[config.mk]
export PLATFORM = sky130hd
export DESIGN_NAME = cryptoveril_pipe
export DESIGN_NICKNAME = d
export VERILOG_FILES = /design/src/rtl/cryptoveril_pipe.sv
export SDC_FILE = /design/constraint.sdc
export NUM_CORES = 1
export LEC_CHECK = 0
export CAP_MARGIN = 20
export CORE_ASPECT_RATIO = 0.5
export CORE_UTILIZATION = 40
export CTS_BUF_LIST = sky130_fd_sc_hd__clkbuf_8
export DETAILED_ROUTE_END_ITERATION = 7
export PLACE_DENSITY = 0.66
export SYNTH_ARGS = -nofsm -noshare
export SYNTH_HDL_FRONTEND = slang
export SYNTH_SLANG_ARGS = --single-unit
[constraint.sdc]
create_clock -name clk -period 1.75 [get_ports clk]
set_clock_uncertainty 0.1 [all_clocks]
set_input_delay 0.2625 -clock clk [delete_from_list [all_inputs] [get_ports clk]]
set_output_delay 0.2625 -clock clk [all_outputs]
set_load 0.05 [all_outputs]
[src/rtl/cryptoveril_pipe.sv]
// cryptoveril_pipe: STAGES-deep XOR/rotate round pipeline, encrypt or decrypt per beat.
// Ports: clk, rst, in_* / out_* valid-ready streams, key_load/key_in/key_err, busy, beat_cnt.
module cryptoveril_pipe #(
  parameter int DATA_W = 8,
  parameter int STAGES = 3,
  parameter int ROT    = 1
) (
  input  logic              clk,
  input  logic              rst,
  input  logic              in_valid,
  output logic              in_ready,
  input  logic [DATA_W-1:0] in_data,
  input  logic              in_mode,
  output logic              out_valid,
  input  logic              out_ready,
  output logic [DATA_W-1:0] out_data,
  output logic              out_mode,
  input  logic              key_load,
  input  logic [DATA_W-1:0] key_in,
  output logic              key_err,
  output logic              busy,
  output logic [15:0]       beat_cnt
);

  logic [STAGES-1:0] vld;
  logic [STAGES-1:0] adv;
  logic [STAGES-1:0] st_m;
  logic [DATA_W-1:0] st_d [STAGES];
  logic [DATA_W-1:0] key;

  function automatic logic [DATA_W-1:0] rotl(
    input logic [DATA_W-1:0] x,
    input int                n
  );
    int s;
    s = n % DATA_W;
    if (s == 0) return x;
    return (x << s) | (x >> (DATA_W - s));
  endfunction

  function automatic logic [DATA_W-1:0] rotr(
    input logic [DATA_W-1:0] x,
    input int                n
  );
    return rotl(x, DATA_W - (n % DATA_W));
  endfunction

  // Decrypt walks the round keys in reverse so that the
  // decrypt pipeline undoes the encrypt pipeline stage by stage.
  function automatic logic [DATA_W-1:0] round_f(
    input logic [DATA_W-1:0] x,
    input logic              m,
    input logic [DATA_W-1:0] k,
    input int                j
  );
    if (!m) return rotl(x ^ rotl(k, j), ROT);
    return rotr(x, ROT) ^ rotl(k, STAGES - 1 - j);
  endfunction

  // Advance chain built with a running variable so the
  // dependence from the output back to stage 0 stays acyclic.
  always_comb begin
    logic a;
    a = out_ready;
    adv = '0;
    for (int j = STAGES - 1; j >= 0; j--) begin
      a = a || !vld[j];
      adv[j] = a;
    end
  end

  for (genvar j = 0; j < STAGES; j++) begin : g_stage
    logic [DATA_W-1:0] src_d;
    logic              src_m;
    logic              src_v;
    logic [DATA_W-1:0] d_q;
    logic              m_q;
    logic              v_q;

    if (j == 0) begin : g_first
      assign src_d = in_data;
      assign src_m = in_mode;
      assign src_v = in_valid;
    end else begin : g_next
      assign src_d = st_d[j-1];
      assign src_m = st_m[j-1];
      assign src_v = vld[j-1];
    end

    always_ff @(posedge clk or posedge rst) begin
      if (rst) begin
        v_q <= 1'b0;
        m_q <= 1'b0;
        d_q <= '0;
      end else if (adv[j]) begin
        v_q <= src_v;
        m_q <= src_m;
        d_q <= round_f(src_d, src_m, key, j);
      end
    end

    assign vld[j]  = v_q;
    assign st_m[j] = m_q;
    assign st_d[j] = d_q;
  end

  assign in_ready  = !vld[0] || adv[0];
  assign out_valid = vld[STAGES-1];
  assign out_data  = st_d[STAGES-1];
  assign out_mode  = st_m[STAGES-1];
  assign busy      = |vld;

  // Key may only change while no beat is in flight or
  // being offered, so every beat sees one key end to end.
  always_ff @(posedge clk or posedge rst) begin
    if (rst) begin
      key      <= '0;
      key_err  <= 1'b0;
      beat_cnt <= '0;
    end else begin
      key_err <= key_load && (busy || in_valid);
      if (key_load && !busy && !in_valid) key <= key_in;
      if (out_valid && out_ready) beat_cnt <= beat_cnt + 16'd1;
    end
  end

endmodule

Word-level counts from Yosys, hierarchy flattened --
Index checks and enable logic that the tools add are counted.
Word-level totals: register bits 55, bits of input ports 22, output and inout bits 29
Operators by class: $add $sub $neg 1, mux-type cells 16, bitwise gates (word level) 14, reduce and logical (&&, ||, !) cells 15
Operators by type and width (number):
- 8-bit two-way mux | 10
- 8-bit XOR | 6
- 8-bit by 1-bit OR with 8-bit output | 4
- 8-bit by 7-bit OR with 8-bit output | 3
- 16-bit by 1-bit adder with 16-bit output, second input constant | 1
- 8-bit by 2-bit OR with 8-bit output | 1
- 1-bit two-way mux | 6
- 1-bit zero test | 5
- 1-bit logical OR | 5
- 1-bit logical AND | 4
- 3-bit OR reduction | 1

Longest topological paths before layout --
Gate-level depths: netlist of run 1.
depth after elaboration 9, gate-level depth with buffers 6

Worst setup path before layout of run 1 --
Ideal clock, no wire load.
path kind reg2out, start point register g_stage[2].v_q (netlist: out_valid), end point output port in_ready, arrival time 1.585 ns, setup slack -0.198 ns, stages on the path, launching flop included 6, path buffers 2, cell sequence dfrtp_1 nor2b_1 and3_1 buf_2 buf_2 inv_1
Between the ends: longest elaborated chain between the ends 5
RTL lines:
- from (decl) | RTL line 78 | logic v_q;
- from (signal assigned) | RTL line 96 | v_q <= src_v;
- 1-bit zero test | RTL line 67 | a = a || !vld[j];
- 1-bit logical OR (3 in a row) | RTL line 67
- 1-bit logical OR | RTL line 107 | assign in_ready = !vld[0] || adv[0];
- to (decl) | RTL line 11 | output logic in_ready,
Every way passes these cells.

Final worst setup path of run 1 --
start point register g_stage[1].v_q, end point output port busy
Between the ends: longest elaborated chain between the ends 1
RTL lines:
- from (decl) | RTL line 78
- from (signal assigned) | RTL line 96
- 3-bit OR reduction | RTL line 111 | assign busy = |vld;
- to (decl) | RTL line 21 | output logic busy,
Every way passes these cells.

==> impl_metrics.toml, run 1 <==
[critical_path]
crit_path_end_kind = "output pin"
cp_max_fo = 4
cp.arrival_ns = 1.33
required_ns = 1.39
cp-start-kind = "flop"
r2r_slack_ns = 0.16
crit_type = "reg -> out"

[floorplanning]
dieArea_um2 = 7562
coreArea_um2 = 6832
rows = 21
start_util_pct = 42.14
dieWidth_um = 122.0
die_y_um = 61.99
ioPinCount = 51

[synth]
synth_ff_type = "dfrtp_1"
yosys-top-cells-area = "dfrtp_1 (48%), xnor2_1 (11%), xor2_1 (8.2%)"
synth_fa_ha_area_share_pct = 0.4346
synth_common_cells = "dfrtp_1 (55), xnor2_1 (36), nand2_1 (30), xor2_1 (27), o21ai_0 (23)"
yosysMostFrequentCell = "dfrtp_1"
async_flop_share_pct = 100.0
synth_compound_area_share_pct = 6.953
yosys.area.top_type = "dfrtp_1"
synth_simple_gate_area_share_pct = 13.08
synth_top_family_by_area = "XOR/XNOR gates"
synth_seq_cells = 55
synth.distinct_cells = 29
yosysWarnings = 0
syn_area_per_cell_um2 = 10.43
synth_edf_count = 0
synth_top_area_share_pct = 47.81
synth_xor_xnor_area_share_pct = 19.17
ys_seq_area_share_pct = 47.81
synth_cells = 276
netlist_area_um2 = 2879
syn-num-nets = 299
synth_mux_area_share_pct = 8.866

[clock_network]
clockBufferDepth = 2
ctsHoldBuffers = 0
clock_sinks = 55
root_buffer = "clkbuf_8"
h-tree-depth = 2
clk_pin_slew_ns = 0.10
clock_latency_ns = 0.31
tritoncts = "done"
cts_buffers = 5

[power_and_ir_drop]
combPwrFrac_pct = 40.6
p_int_uw = 2725
p_switching_uw = 1936
swShare_pct = 41.54
clkPwrFrac_pct = 15.7
power-per-cell-area_nw_per_um2 = 1318
p_leak_uw = 0.001576
peakVddDrop_uv = 432.0
pwr-share-seq_pct = 43.7

[route]
drc = 0
wl_per_cell_um = 13.76
vias_per_cell = 4.816
num_vias = 1994
first_iter_violations = 92
wl_um = 5698
first_pass_iters = 4
ant_nets = 0

[layout]
num_antenna_cells = 0
fin_nets = 344
area_delta_synth_final_pct = 22.86
fin_area_um2 = 3537
drive_gt1_share_pct = 24.53

[sta]
worstMarginPinSlew_ns = 0.5065
final-hold-violation-count = 0
slew_viol_final = 0
relSlewSlack_pct = 66.13
fin_crit_ns = 1.697
fin_crit_sh_pct = 96.98
fmax_mhz = 589.2
setup_viol_count_final = 0
holdWs_ns = 0.1804

[global_route]
grt_pass1_vias = 1955
grt_remaining_overflow = 0
grt_util_all_layers_pct = 16.99
grt_max_degree = 22
antenna_found_initial = 0
grt_pass1_wl_um = 9611

[run_status]
status = "complete, no violations"

[placement]
gp_congestion = 0.7781
placed_area_um2 = 3412
io_buffers = 50
dp_hpwl_um = 4413

[job]
cap_violations = 0

[min_path]
hold_class = "in -> async"
## stage by stage
step,setup TNS [ns],instances,utilization [%],setup slack (ns),power (uW)
finish,0,414,51.78,0.05277,4660
global route,-0.01135,414,51.78,-0.01135,4969
CTS,0,414,51.61,0.01782,4715
detailed placement,-1.377,405,49.95,-0.1673,3969
global placement,-0.8133,405,49.95,-0.1232,3902
floorplan,-0.03642,276,-,-0.02791,3391
## registers in the layout (all words and copies together), names as in the netlist
name and flops:
key_err 1, g_stage.v_q 2, out_valid 1, out_mode 1, out_data 8, beat_cnt 16, key 8, g_stage.m_q 2
g_stage.d_q 16
## critical path, stage by stage, from the launching register on
cell,delay [ns]
dfrtp_1,0.42
or3_4,0.40
buf_4,0.20
## power groups by stage
stage | clock, uW | combinational, uW | sequential, uW
2_1_floorplan | 0 | 989 | 2400
3_3_place_gp | 0 | 1860 | 2040
3_5_place_dp | 0 | 1900 | 2070
4_1_cts | 758 | 1910 | 2040
5_1_grt | 812 | 2060 | 2100
6_report | 733 | 1890 | 2040
## final cells by class
| class | count | area [um2] |
|---|---|---|
| Clock buffer | 6 | 82.58 |
| Multi-Input combinational cell | 198 | 1409 |
| Sequential cell | 55 | 1380 |
| Inverter | 4 | 22.52 |
| Clock inverter | 2 | 16.27 |
| Timing Repair Buffer | 57 | 511.7 |
| Fill cell | 636 | 3294 |
| Tap cell | 92 | 115.1 |
## worst paths after layout
path / startpoint / to / cells after the start
max: g_stage[1].v_q / busy / 2
min: rst / beat_cnt[12] / 2
max reg2reg: g_stage[1].v_q / key[2] / 4
min reg2reg: beat_cnt[15] / beat_cnt[15] / 1
max in group asynchronous: rst / g_stage[0].d_q[6] / 3
min in group clk: out_ready / beat_cnt[2] / 4
## placed cells by master, fill, tap and decap left out, types with 3 or more instances in the layout
cell type         n
a21oi_1          16
and4_1            3
buf_4            33
clkbuf_8          6
clkdlybuf4s50_1  20
clkinvlp_4        3
dfrtp_1          52
dfrtp_2           3
mux2_2           12
mux2_4            8
nand2_1          30
nand4_1           5
nor2_1           20
o21ai_0          23
xnor2_1          36
xor2_1           27
## kinds of logic (layout without fill, tap and decap cells)
kind of cell | after synthesis | after routing
flops | 55 | 55
compound gates | 40 | 40
buf+inv | 23 | 69
xor+xnor | 63 | 63
fa+ha+maj | 1 | 1
mux | 20 | 20
simple gates | 74 | 74
## routing by layer
metal	up-vias	wire (um)	track usage, %
met3	6	221	3.102
met4	0	72	6.349
li1	994	-	-
met5	-	0	0
met1	959	2762	22.00
met2	35	2641	29.30
## repair_timing
item / in CTS / in global routing
setup buffers: 1 / 0
endpoints found under the setup margin: 1 / 1
gates resized for setup: 3 / 3
pin swaps: 0 / 1
No activity file was read; power rests on OpenSTA's default activity.
==> run 2: changes to the inputs <==
- CORE_MARGIN: default -> 1.5
- CTS_CLUSTER_SIZE: default -> 40
==> impl_metrics.toml, run 2 (synthesis gave the netlist of run 1 again) <==
[global_route]
grt_pass1_wl_um = 9584
grt_remaining_overflow = 0
antenna_found_initial = 0
grt_max_degree = 31
grt_util_all_layers_pct = 16.02
grt_pass1_vias = 1971

[clock_network]
tritoncts = "done"
clk_pin_slew_ns = 0.10
ctsHoldBuffers = 0
root_buffer = "clkbuf_8"
h-tree-depth = 2
clock_latency_ns = 0.30
clock_sinks = 55
cts_buffers = 5
clockBufferDepth = 2

[route]
vias_per_cell = 4.778
ant_nets = 0
wl_per_cell_um = 13.95
drc = 0
wl_um = 5774
first_pass_iters = 4
first_iter_violations = 75
num_vias = 1978

[layout]
area_delta_synth_final_pct = 21.69
multi_input_area_um2 = 1409
layout_commonest_cell = "dfrtp_1"
top_regs = "beat_cnt: 16 flops, g_stage.d_q: 16 flops"
fin_nets = 344
fill_cells = 649
layout_common_cells = "dfrtp_1 (52), xnor2_1 (36), buf_4 (34)"
seq_area_um2 = 1380
fin_util_pct = 51.28
num_antenna_cells = 0
drive_gt1_share_pct = 23.91

[critical_path]
required_ns = 1.39
rr_worst_depth = 5
r2r_end = "beat_cnt[12]"
cp.arrival_ns = 1.32
cp-start-kind = "flop"
crit_type = "reg -> out"
worstReg2RegStart = "out_valid"
r2r_slack_ns = 0.16
cp_max_fo = 4
crit_path_end_kind = "output pin"

[floorplanning]
rows = 21
die_y_um = 62.99
dieArea_um2 = 7747
dieWidth_um = 123.0
start_util_pct = 42.14
coreArea_um2 = 6832
ioPinCount = 51

[power_and_ir_drop]
swShare_pct = 41.70
p_switching_uw = 1908
peakVddDrop_uv = 501.9
clkPwrFrac_pct = 14.4
combPwrFrac_pct = 41.3
power-per-cell-area_nw_per_um2 = 1306
pwr-share-seq_pct = 44.4
p_int_uw = 2668
power_uw = 4576
p_leak_uw = 0.001568

[sta]
holdWs_ns = 0.1787
rsz0062_at_grt = "no"
relSlewSlack_pct = 63.45
fmax_mhz = 592.6
worstMarginPinSlew_ns = 0.5465
slew_viol_final = 0
fin_crit_sh_pct = 96.42
setup_viol_count_final = 0
final-hold-violation-count = 0
fin_crit_ns = 1.687

[job]
cap_violations = 0

[placement]
dp_hpwl_um = 4390
gp_congestion = 0.7462
io_buffers = 50

[min_path]
hold_class = "in -> async"

[run_status]
status = "complete, no violations"
## run 2: changes by cell type in the layout (fill, tap and decap cells not counted), sizes merged
cell          previous run  this run
dlymetal6s2s             1         0
clkbuf                   6         5
clkinvlp                 3         2
dlygate4sd2              0         1
inv                      2         4
## run 2: power by group through the flow
stage	Sequential (uW)	Clock [uW]	Combinational [uW]
global placement	2040	0	1850
detailed placement	2070	0	1890
CTS	2040	680	1900
floorplan	2400	0	989
finish	2030	658	1890
global route	2100	738	2050
## run 2: layout make-up
type	count	area share, %
multi-input combinational	198	40.21
sequential	55	39.39
timing repair buffer	57	14.14
tap	92	3.286
clock buffer	5	1.964
inverter	4	0.6429
clock inverter	3	0.3571
## run 2: what timing repair did
item | 4_1_cts | 5_1_grt
pin swaps | 1 | 0
hold endpoints to repair | 0 | 0
endpoints found under the setup margin | 1 | 1
resized for setup | 3 | 3
buffers inserted | 2 | 0
## run 2: worst max path at each step
stage | start | end | depth (start not counted)
after floorplan | out_valid | in_ready | 5
after global placement | out_ready | in_ready | 5
after detailed placement | out_ready | in_ready | 5
after CTS | out_valid | in_ready | 4
after global routing | out_valid | in_ready | 4
final | g_stage[1].v_q | busy | 2
## run 2: per-layer routing
| metal | global-route usage (%) | share of wire (%) | vias up |
|---|---|---|---|
| li1 | - | - | 991 |
| met1 | 22.42 | 49 | 939 |
| met2 | 25.56 | 46 | 41 |
| met3 | 2.828 | 3.8 | 7 |
| met4 | 4.454 | 1.2 | 0 |
| met5 | 0 | 0 | - |
## run 2: critical path: stages (launching register included)
cell     delay (ns)
dfrtp_1        0.42
or3_4          0.40
buf_4          0.20
## run 2: metrics by stage
stage	TNS, ns	std cells	setup slack [ns]	cell area, um2
after floorplan	-0.03642	276	-0.02791	2893
after global placement	-1.258	404	-0.1405	3392
after detailed placement	-2.265	404	-0.1578	3392
after CTS	0	414	0.01007	3492
after global routing	0	414	0.001198	3503
final	0	414	0.06260	3503
==> run 3: changes to the inputs <==
- CELL_PAD_IN_SITES_DETAIL_PLACEMENT: default -> 0
- CELL_PAD_IN_SITES_GLOBAL_PLACEMENT: default -> 2
- CORE_UTILIZATION: 40 -> 31
- PLACE_DENSITY: 0.66 -> 0.78
- RECOVER_POWER: default -> 50
==> impl_metrics.toml, run 3 (synthesis gave the netlist of run 1 again) <==
[sta]
fmax_mhz = 588.1
rsz0062_at_grt = "yes"
setup_ws_ns = 0.04947
slew_viol_final = 0
relSlewSlack_pct = 56.99
fin_crit_ns = 1.701
fin_crit_sh_pct = 97.17
worstMarginPinSlew_ns = 0.6416
final-hold-violation-count = 0
setup_viol_count_final = 0
holdWs_ns = 0.3478

[layout]
area_delta_synth_final_pct = 23.21
layout_common_cells = "dfrtp_1 (52), xnor2_1 (36), nand2_1 (30), buf_4 (30), xor2_1 (27)"
fill_cells = 854
fin_util_pct = 40.04
final_cells = 444
layout_commonest_cell = "dfrtp_1"
fin_nets = 349
top_regs = "beat_cnt: 16 flops, g_stage.d_q: 16 flops"
drive_gt1_share_pct = 23.55
num_antenna_cells = 0

[critical_path]
required_ns = 1.39
cp_max_fo = 4
cp-start-kind = "flop"
cp.arrival_ns = 1.34
crit_type = "reg -> out"
crit_path_end_kind = "output pin"

[route]
wl_um = 6079
num_vias = 2001
first_pass_iters = 6
drc = 5
first_iter_violations = 84
ant_nets = 0
vias_per_cell = 4.507
wl_per_cell_um = 13.69

[job]
cap_violations = 0

[placement]
pre_cts_slack_ns = -0.1555
gp_congestion = 0.7471
dp_cells = 433
io_buffers = 50
dp_hpwl_um = 4702

[power_and_ir_drop]
power_uw = 4655
p_leak_uw = 0.001559
power-per-cell-area_nw_per_um2 = 1312
peakVddDrop_uv = 425.9

[clock_network]
clk_pin_slew_ns = 0.10
h-tree-depth = 2
root_buffer = "clkbuf_8"
clockBufferDepth = 2
cts_buffers = 5
ctsHoldBuffers = 0
clock_latency_ns = 0.31
clock_sinks = 55
tritoncts = "done"

[floorplanning]
ioPinCount = 51
start_util_pct = 32.50
rows = 24
coreArea_um2 = 8859
dieArea_um2 = 9909
die_y_um = 71.15
dieWidth_um = 139.3

[run_status]
violations = "DRC"
status = "finished with violations"

[global_route]
grt_remaining_overflow = 0
grt_util_all_layers_pct = 13.37
grt_pass1_wl_um = 10190
grt_pass1_vias = 1977
antenna_found_initial = 0
grt_max_degree = 22

[min_path]
hold_class = "in -> async"
-- run 3: path summary, 6_finish.rpt --
kind                                 from      endpoint  slack (ns)  cells after the start
max in group asynchronous             rst   beat_cnt[3]        0.31                      3
hold reg to reg              beat_cnt[15]  beat_cnt[15]        0.38                      1
setup reg to reg           g_stage[1].v_q        key[3]        0.15                      4
min in group clk             beat_cnt[15]  beat_cnt[15]        0.38                      1
hold / removal                        rst  beat_cnt[11]        0.35                      2
setup / recovery                out_valid      in_ready        0.05                      4
-- run 3: routing by layer --
metal  vias up  routed length [um]  track usage, %
li1       1005                   -               -
met1       951                3033           17.95
met2        39                2687           21.50
met3         6                 279           3.250
met4         0                  79           4.255
met5         -                   0               0
-- run 3: layout make-up --
cell class              count  area, um2  share of cell area, %
clock buffers               7      96.34                  2.716
clock inverters             1      7.507                 0.2116
inverters                   4      20.02                 0.5644
multi-input cells         198       1409                  39.72
flip-flops and latches     55       1380                  38.91
well taps                 117      146.4                  4.127
repair buffers             62      488.0                  13.76
-- run 3: through the flow --
step                cell area, um2   TNS, ns
global route                  3547  -0.01477
global placement              3466    -1.075
detailed placement            3466    -1.335
floorplan                     2893  -0.03642
finish                        3547         0
CTS                           3596         0
-- run 3: worst max-delay path: stages, from the launching register on --
cell        delay, ns
dfrtp_2          0.40
nor2b_4          0.16
and3_4           0.22
clkinvlp_4       0.09
buf_6            0.15
-- run 3: report_power, final --
part	internal, uW	leakage, uW	switching (uW)
clock network	361	0.0000505	404
logic	769	0.000829	1090
registers	1590	0.000679	445
-- run 3: timing repair --
action / 4_1_cts / 5_1_grt
pin swaps: 1 / 0
gates resized for setup: 4 / 1
buffers inserted: 2 / 1
setup endpoints to repair: 1 / 2
